### src/rtl/cmp_sort_ctrl_if.sv
// Stream bundle for cmp_sort_ctrl: a 4-bit load stream in and a sorted drain stream out.
interface cmp_sort_ctrl_if;
    logic       in_valid;
    logic [3:0] in_data;
    logic       in_ready;
    logic       out_valid;
    logic [3:0] out_data;
    logic       out_last;
    logic       out_ready;

    modport master (output in_valid, in_data, out_ready,
                    input  in_ready, out_valid, out_data, out_last);
    modport slave  (input  in_valid, in_data, out_ready,
                    output in_ready, out_valid, out_data, out_last);
endinterface

### src/rtl/cmp_sort_ctrl.sv
// Bubble-sorts DEPTH 4-bit values through one shared magnitude comparator, one compare per cycle.
// Optional compare counter port enabled by defining CMP_SORT_STATS_EN.
module cmp_sort_cmp4 (
    input  logic [3:0] i_a,
    input  logic [3:0] i_b,
    output logic       o_e,
    output logic       o_g,
    output logic       o_s
);
    assign o_e = (i_a == i_b);
    assign o_g = (i_a >  i_b);
    assign o_s = (i_a <  i_b);
endmodule

module cmp_sort_ctrl #(
    parameter int DEPTH   = 4,
    parameter bit DESCEND = 1'b0
) (
    input  logic              clk,
    input  logic              rst_n,
    cmp_sort_ctrl_if.slave    bus,
    output logic              busy
`ifdef CMP_SORT_STATS_EN
    ,
    output logic [7:0]        cmp_count
`endif
);
    localparam int PW = $clog2(DEPTH);
    localparam logic [PW-1:0] LAST  = PW'(DEPTH - 1);
    localparam logic [PW-1:0] LPASS = PW'(DEPTH - 2);
    localparam logic [PW-1:0] ONE   = PW'(1);

    typedef enum logic [1:0] {S_LOAD, S_SORT, S_DRAIN} state_t;

    state_t        r_state, w_next;
    logic [3:0]    r_buf [DEPTH];
    logic [PW-1:0] r_wptr, r_rptr, r_j, r_pass;
    logic          r_swapped;

    logic [PW-1:0] w_j1;
    logic [3:0]    w_a, w_b;
    logic          w_e, w_g, w_s, w_swap;
    logic          w_in_fire, w_out_fire, w_pass_end, w_sort_done;

    assign w_j1 = r_j + ONE;
    assign w_a  = r_buf[r_j];
    assign w_b  = r_buf[w_j1];

    cmp_sort_cmp4 u_cmp (.i_a(w_a), .i_b(w_b), .o_e(w_e), .o_g(w_g), .o_s(w_s));

    // Equal keys never swap, which keeps the sort stable.
    assign w_swap      = !w_e && (DESCEND ? w_s : w_g);
    assign w_in_fire   = bus.in_valid && bus.in_ready;
    assign w_out_fire  = bus.out_valid && bus.out_ready;
    assign w_pass_end  = (r_j == (LPASS - r_pass));
    assign w_sort_done = w_pass_end && (!(r_swapped || w_swap) || (r_pass == LPASS));

    always_ff @(posedge clk or negedge rst_n) begin
        if (!rst_n) r_state <= S_LOAD;
        else        r_state <= w_next;
    end

    always_comb begin
        w_next = r_state;
        case (r_state)
            S_LOAD:  if (w_in_fire && (r_wptr == LAST))  w_next = S_SORT;
            S_SORT:  if (w_sort_done)                    w_next = S_DRAIN;
            S_DRAIN: if (w_out_fire && (r_rptr == LAST)) w_next = S_LOAD;
            default: w_next = S_LOAD;
        endcase
    end

    assign bus.in_ready  = (r_state == S_LOAD);
    assign bus.out_valid = (r_state == S_DRAIN);
    assign bus.out_data  = (r_state == S_DRAIN) ? r_buf[r_rptr] : 4'd0;
    assign bus.out_last  = (r_state == S_DRAIN) && (r_rptr == LAST);
    assign busy          = (r_state == S_SORT);

    always_ff @(posedge clk or negedge rst_n) begin
        if (!rst_n) begin
            for (int i = 0; i < DEPTH; i++) r_buf[i] <= '0;
            r_wptr    <= '0;
            r_rptr    <= '0;
            r_j       <= '0;
            r_pass    <= '0;
            r_swapped <= 1'b0;
        end else begin
            case (r_state)
                S_LOAD: if (w_in_fire) begin
                    r_buf[r_wptr] <= bus.in_data;
                    r_wptr        <= (r_wptr == LAST) ? '0 : r_wptr + ONE;
                    r_j           <= '0;
                    r_pass        <= '0;
                    r_swapped     <= 1'b0;
                end
                S_SORT: begin
                    if (w_swap) begin
                        r_buf[r_j]  <= w_b;
                        r_buf[w_j1] <= w_a;
                    end
                    if (w_pass_end) begin
                        r_j       <= '0;
                        r_pass    <= r_pass + ONE;
                        r_swapped <= 1'b0;
                    end else begin
                        r_j       <= w_j1;
                        r_swapped <= r_swapped || w_swap;
                    end
                end
                S_DRAIN: if (w_out_fire) r_rptr <= (r_rptr == LAST) ? '0 : r_rptr + ONE;
                default: ;
            endcase
        end
    end

`ifdef CMP_SORT_STATS_EN
    logic [7:0] r_cmp_count;

    always_ff @(posedge clk or negedge rst_n) begin
        if (!rst_n)
            r_cmp_count <= 8'd0;
        else if ((r_state == S_LOAD) && (w_next == S_SORT))
            r_cmp_count <= 8'd0;
        else if ((r_state == S_SORT) && (r_cmp_count != 8'hFF))
            r_cmp_count <= r_cmp_count + 8'd1;
    end

    assign cmp_count = r_cmp_count;
`endif
endmodule

### src/flat_wrapper.sv
// flat-port wrapper written by rule: the top's interface ports become plain ports
module cmp_sort_ctrl_flat 
#(
    parameter int DEPTH   = 4,
    parameter bit DESCEND = 1'b0
)
  (clk, rst_n, busy, bus_in_valid, bus_in_data, bus_out_ready, bus_in_ready, bus_out_valid, bus_out_data, bus_out_last);
  cmp_sort_ctrl_if bus_i ();
  input  logic clk;
  input  logic rst_n;
  output logic busy;
  input wire logic [$bits(bus_i.in_valid)-1:0] bus_in_valid;
  input wire logic [$bits(bus_i.in_data)-1:0] bus_in_data;
  input wire logic [$bits(bus_i.out_ready)-1:0] bus_out_ready;
  output wire logic [$bits(bus_i.in_ready)-1:0] bus_in_ready;
  output wire logic [$bits(bus_i.out_valid)-1:0] bus_out_valid;
  output wire logic [$bits(bus_i.out_data)-1:0] bus_out_data;
  output wire logic [$bits(bus_i.out_last)-1:0] bus_out_last;
  assign bus_i.in_valid = bus_in_valid;
  assign bus_i.in_data = bus_in_data;
  assign bus_i.out_ready = bus_out_ready;
  assign bus_in_ready = bus_i.in_ready;
  assign bus_out_valid = bus_i.out_valid;
  assign bus_out_data = bus_i.out_data;
  assign bus_out_last = bus_i.out_last;
  cmp_sort_ctrl #(.DEPTH(DEPTH), .DESCEND(DESCEND)) u_core (.clk(clk), .rst_n(rst_n), .bus(bus_i), .busy(busy));
endmodule
### config.mk
export PLATFORM = sky130hd
export DESIGN_NAME = cmp_sort_ctrl_flat
export DESIGN_NICKNAME = d
export VERILOG_FILES = /design/src/rtl/cmp_sort_ctrl_if.sv /design/src/rtl/cmp_sort_ctrl.sv /design/src/flat_wrapper.sv
export SDC_FILE = /design/constraint.sdc
export NUM_CORES = 1
export LEC_CHECK = 0
export BUFFER_PORTS_ARGS = -buffer_cell sky130_fd_sc_hd__buf_2
export CAP_MARGIN = 40
export CORE_MARGIN = 4
export CORE_UTILIZATION = 60
export DETAILED_ROUTE_END_ITERATION = 10
export GPL_TIMING_DRIVEN = 0
export PLACE_DENSITY = 0.79
export REMOVE_ABC_BUFFERS = 1
export SYNTH_ARGS = -nofsm -noshare
export SYNTH_HDL_FRONTEND = slang
export SYNTH_SLANG_ARGS = --single-unit
### constraint.sdc
create_clock -name clk -period 4.2 [get_ports clk]
set_input_delay 0.21 -clock clk [delete_from_list [all_inputs] [get_ports clk]]
set_output_delay 0.21 -clock clk [all_outputs]
set_load 0.02 [all_outputs]
==> metrics.md <==
| Metric | Value |
|---|---|
| Synth cell count leaders | nand3_1 (36), dfrtp_1 (27), nand2_1 (24) |
| Root Buffer | clkbuf_8 |
| Largest net degree at the start of global routing | 29 |
| Remaining DRCs | 0 |
| Iteration-0 DRC Markers | 134 |
| Final hold violation count | 0 |
| Worst hold-check path type | input pin to flip-flop |
| Cell area after layout | 2490 µm² |
| Core Rows | 22 |
| Synth async-reset ratio | 100% |
| Post-synthesis cell count | roughly 240 |
| Post-synth cell types | 34 |
| CP endpoint kind | flip-flop |
| CP endpoint | u_core.r_buf[0] |
| Crit-path cells | inv_1 -> ha_1 -> mux4_2 -> inv_1 -> ha_1 -> and4_1 -> o21a_1 -> a31o_4 -> a21oi_4 -> mux2_4 |
| Synth Cell Area | 2350 µm² |
| Crit path max-delay family | multiplexers |
| Worst Clk Skew | 9.93 ps |
| Setup CP Type | flip-flop to flip-flop |
| Die Y | 70.6 µm |
| Flop2flop setup slack | 380 ps |
| RR Endpoint | u_core.r_buf[0] |
| TritonCTS clock tree | yes |
| Post-synth EDFFs | 0 |
| Worst-margin pin slew | 622 ps |
| Die area | 4980 µm² |
| Syn Area/Cell | 9.91 µm² |
| Buffers on Ports | 15 |
| Status | completed |
| GP Congestion | 0.909 |
| First-pass GRT wire length | 8.93 mm |
| DPL Wire Length | 4.00 mm |
| Synthesis-to-layout area growth | 6.13% |
| CP arrival | 3990 ps |
| Drt pass-1 iters | 4 |
| GRT overflow | 0 |
| Worst Setup Start Kind | flip-flop |
| Reg2Reg Launch Point | u_core.r_j[0] |
| Main synth FF type | dfrtp_1 |
| Stages on worst setup path | 10 |
| Fillers | approximately 310 |
| Pwr per Cell Area | 802 nW/µm² |
| Max Fclk | 0.262 GHz |
| Share of cells above drive strength 1 | 21.6% |
| H-tree Lvls | 1 |
| #FFs+latches synth | 27 |
| Tmin final | 3820 ps |
| Clock Path Buffers | 2 |
| Max cap viols | 0 |
| Slowest CP cell | dfrtp_2 |
| Nets@finish | 271 |
| Slew Limit Fails | 0 |
| Sequential area share after synthesis | ~29% |
| Worst vdd ir | 0.742 mV |
| CTS buffer count | 3 |
| Total negative slack | 0 ps |
| GRT Util Overall | between 20 and 25% |
| Routed WL | 5.24 mm |
| RSZ-0062 raised after global routing | no |
| Vias per cell | 6.26 |
| WL per Instance | 17.9 µm |
| Initial antenna violation count | 0 |
| ANT cells | 0 |
| Total core area | 3720 µm² |
| Final antenna-violating net count | 0 |
| Top-level port count | 16 |
| Worst Path Max Fanout | 23 |
| Post-CTS setup buffers | 0 |
| Fin crit share | 91.0% |
| CP Buf/Inv Count | 2 |
| Via count | 1835 |
| Yosys top cell by area | dfrtp_1 |
| DIE WIDTH | 70.6 µm |
| Reg clk slew, reported paths | 100 ps |
| Finish-stage setup viols | 0 |
| Reg2Reg Depth | 10 |
| Setup crit start | u_core.r_j[0] |
| Share of the synthesized area in the top cell type | between 20 and 30% |
| Worst-skew pair later-pin latency | 280 ps |
| Ys Warns | 0 |
| Initial core utilization | a little over three fifths |
| Synth area leaders | dfrtp_1 (29%), mux2_4 (10%), mux4_2 (9.6%) |
| Max-slew headroom | about three fifths |
| Placed instance area | 2440 µm² |
| Leak pwr | 1.09 nW |
| Vias in the first global route | 1802 |
| Req. time, crit path | ~4400 ps |
| CP peak stage delay | 680 ps |
| Sink Count | 27 |
| Most frequent cell after synthesis | nand3_1 |
## how the worst min path moves through the flow
stage	startpoint	endpoint	slack, ps	cells after the start
2_1_floorplan	rst_n	u_core.r_buf[0]	-90	0
4_1_cts	bus_out_ready	u_core.r_state[1]	260	4
6_report	bus_out_ready	u_core.r_state[1]	270	4
5_1_grt	bus_out_ready	u_core.r_state[1]	290	4
3_3_place_gp	rst_n	u_core.r_buf[8]	250	1
3_5_place_dp	rst_n	u_core.r_buf[2]	260	1
## worst reg2reg max path: stages, from the launching register on
cell and delay (ps):
dfrtp_2 680, inv_1 210, ha_1 590, mux4_2 640, inv_1 90, ha_1 240
and4_1 240, o21a_1 180, a31o_4 260, a21oi_4 250, mux2_4 330
## logic make-up after synthesis
logic type | count (synthesis) | synth area share [%]
and+or+nand+nor | 86 | 18.4
buffers and inverters | 24 | 4.42
DFF | 27 | 28.8
muxes | 41 | 26.3
adders and majority gates | 17 | 9.06
AOI/OAI and AO/OA | 40 | 12.3
xor gates and xnor gates | 2 | 0.746
## cells in the final DEF (no fill, tap or decap), types with 2 or more instances in the layout
| master | instances |
|---|---|
| o21ai_1 | 12 |
| xor2_1 | 2 |
| and2_1 | 8 |
| mux2i_1 | 13 |
| dfrtp_1 | 26 |
| nand2b_1 | 5 |
| nor2b_1 | 5 |
| mux2_4 | 16 |
| nor2_1 | 2 |
| a21o_1 | 2 |
| clkbuf_8 | 3 |
| nand2_1 | 24 |
| ha_1 | 17 |
| nor3_1 | 3 |
| mux2_1 | 2 |
| inv_1 | 10 |
| buf_2 | 15 |
| o21ai_0 | 4 |
| o22ai_1 | 9 |
| mux4_2 | 10 |
| nand3_1 | 36 |
| a21oi_4 | 4 |
| a21oi_1 | 3 |
## sequential cells by signal, summed over array words and instances (netlist names)
signal	count
u_core.r_wptr	2
u_core.r_state	2
u_core.r_buf	16
u_core.r_swapped	1
u_core.r_j	2
u_core.r_rptr	2
u_core.r_pass	2
## metrics by stage
stage / worst slack, ps / instances / utilization, % / total power [W] / hold WS, ps
after floorplan: 592 / 224 / - / 0.00153 / -85.6
after global placement: 153 / 287 / 65.2 / 0.00178 / 253
after detailed placement: 95.8 / 288 / 65.6 / 0.00184 / 257
after CTS: 74.8 / 293 / 67.0 / 0.00199 / 255
after global routing: 174 / 293 / 67.1 / 0.00216 / 294
final: 378 / 293 / 67.1 / 0.00200 / 266
## power breakdown
part	switching [W]	total (W)	internal [W]
clock network	0.0000860	0.000154	0.0000682
logic	0.000719	0.00132	0.000605
registers	0.000159	0.000523	0.000364
total	0.000964	0.00200	0.00104
## metal layers
layer	track usage [%]	part of all wire, %	wire length [µm]	up-vias
li1	-	-	-	880
met1	30.4	45	2340	888
met2	36.3	49	2570	61
met3	4.12	5.3	276	6
met4	6.47	0.90	47	0
met5	0	0	0	-
## area by class of cell
class                           instances  area [µm²]  area share, %
Clock buffer                            4        45.0           1.81
Inverter                               11        41.3           1.66
Multi-Input combinational cell        186        1570           63.0
Sequential cell                        27         677           27.2
Tap cell                               48        60.1           2.41
Timing Repair Buffer                   17         100           4.02
## what timing repair did
action	CTS	global route
resized for setup	0	1
hold buffers	1	0
hold endpoints to repair	27	0
setup endpoints to repair	0	16
(Power assumes the default switching activity.)
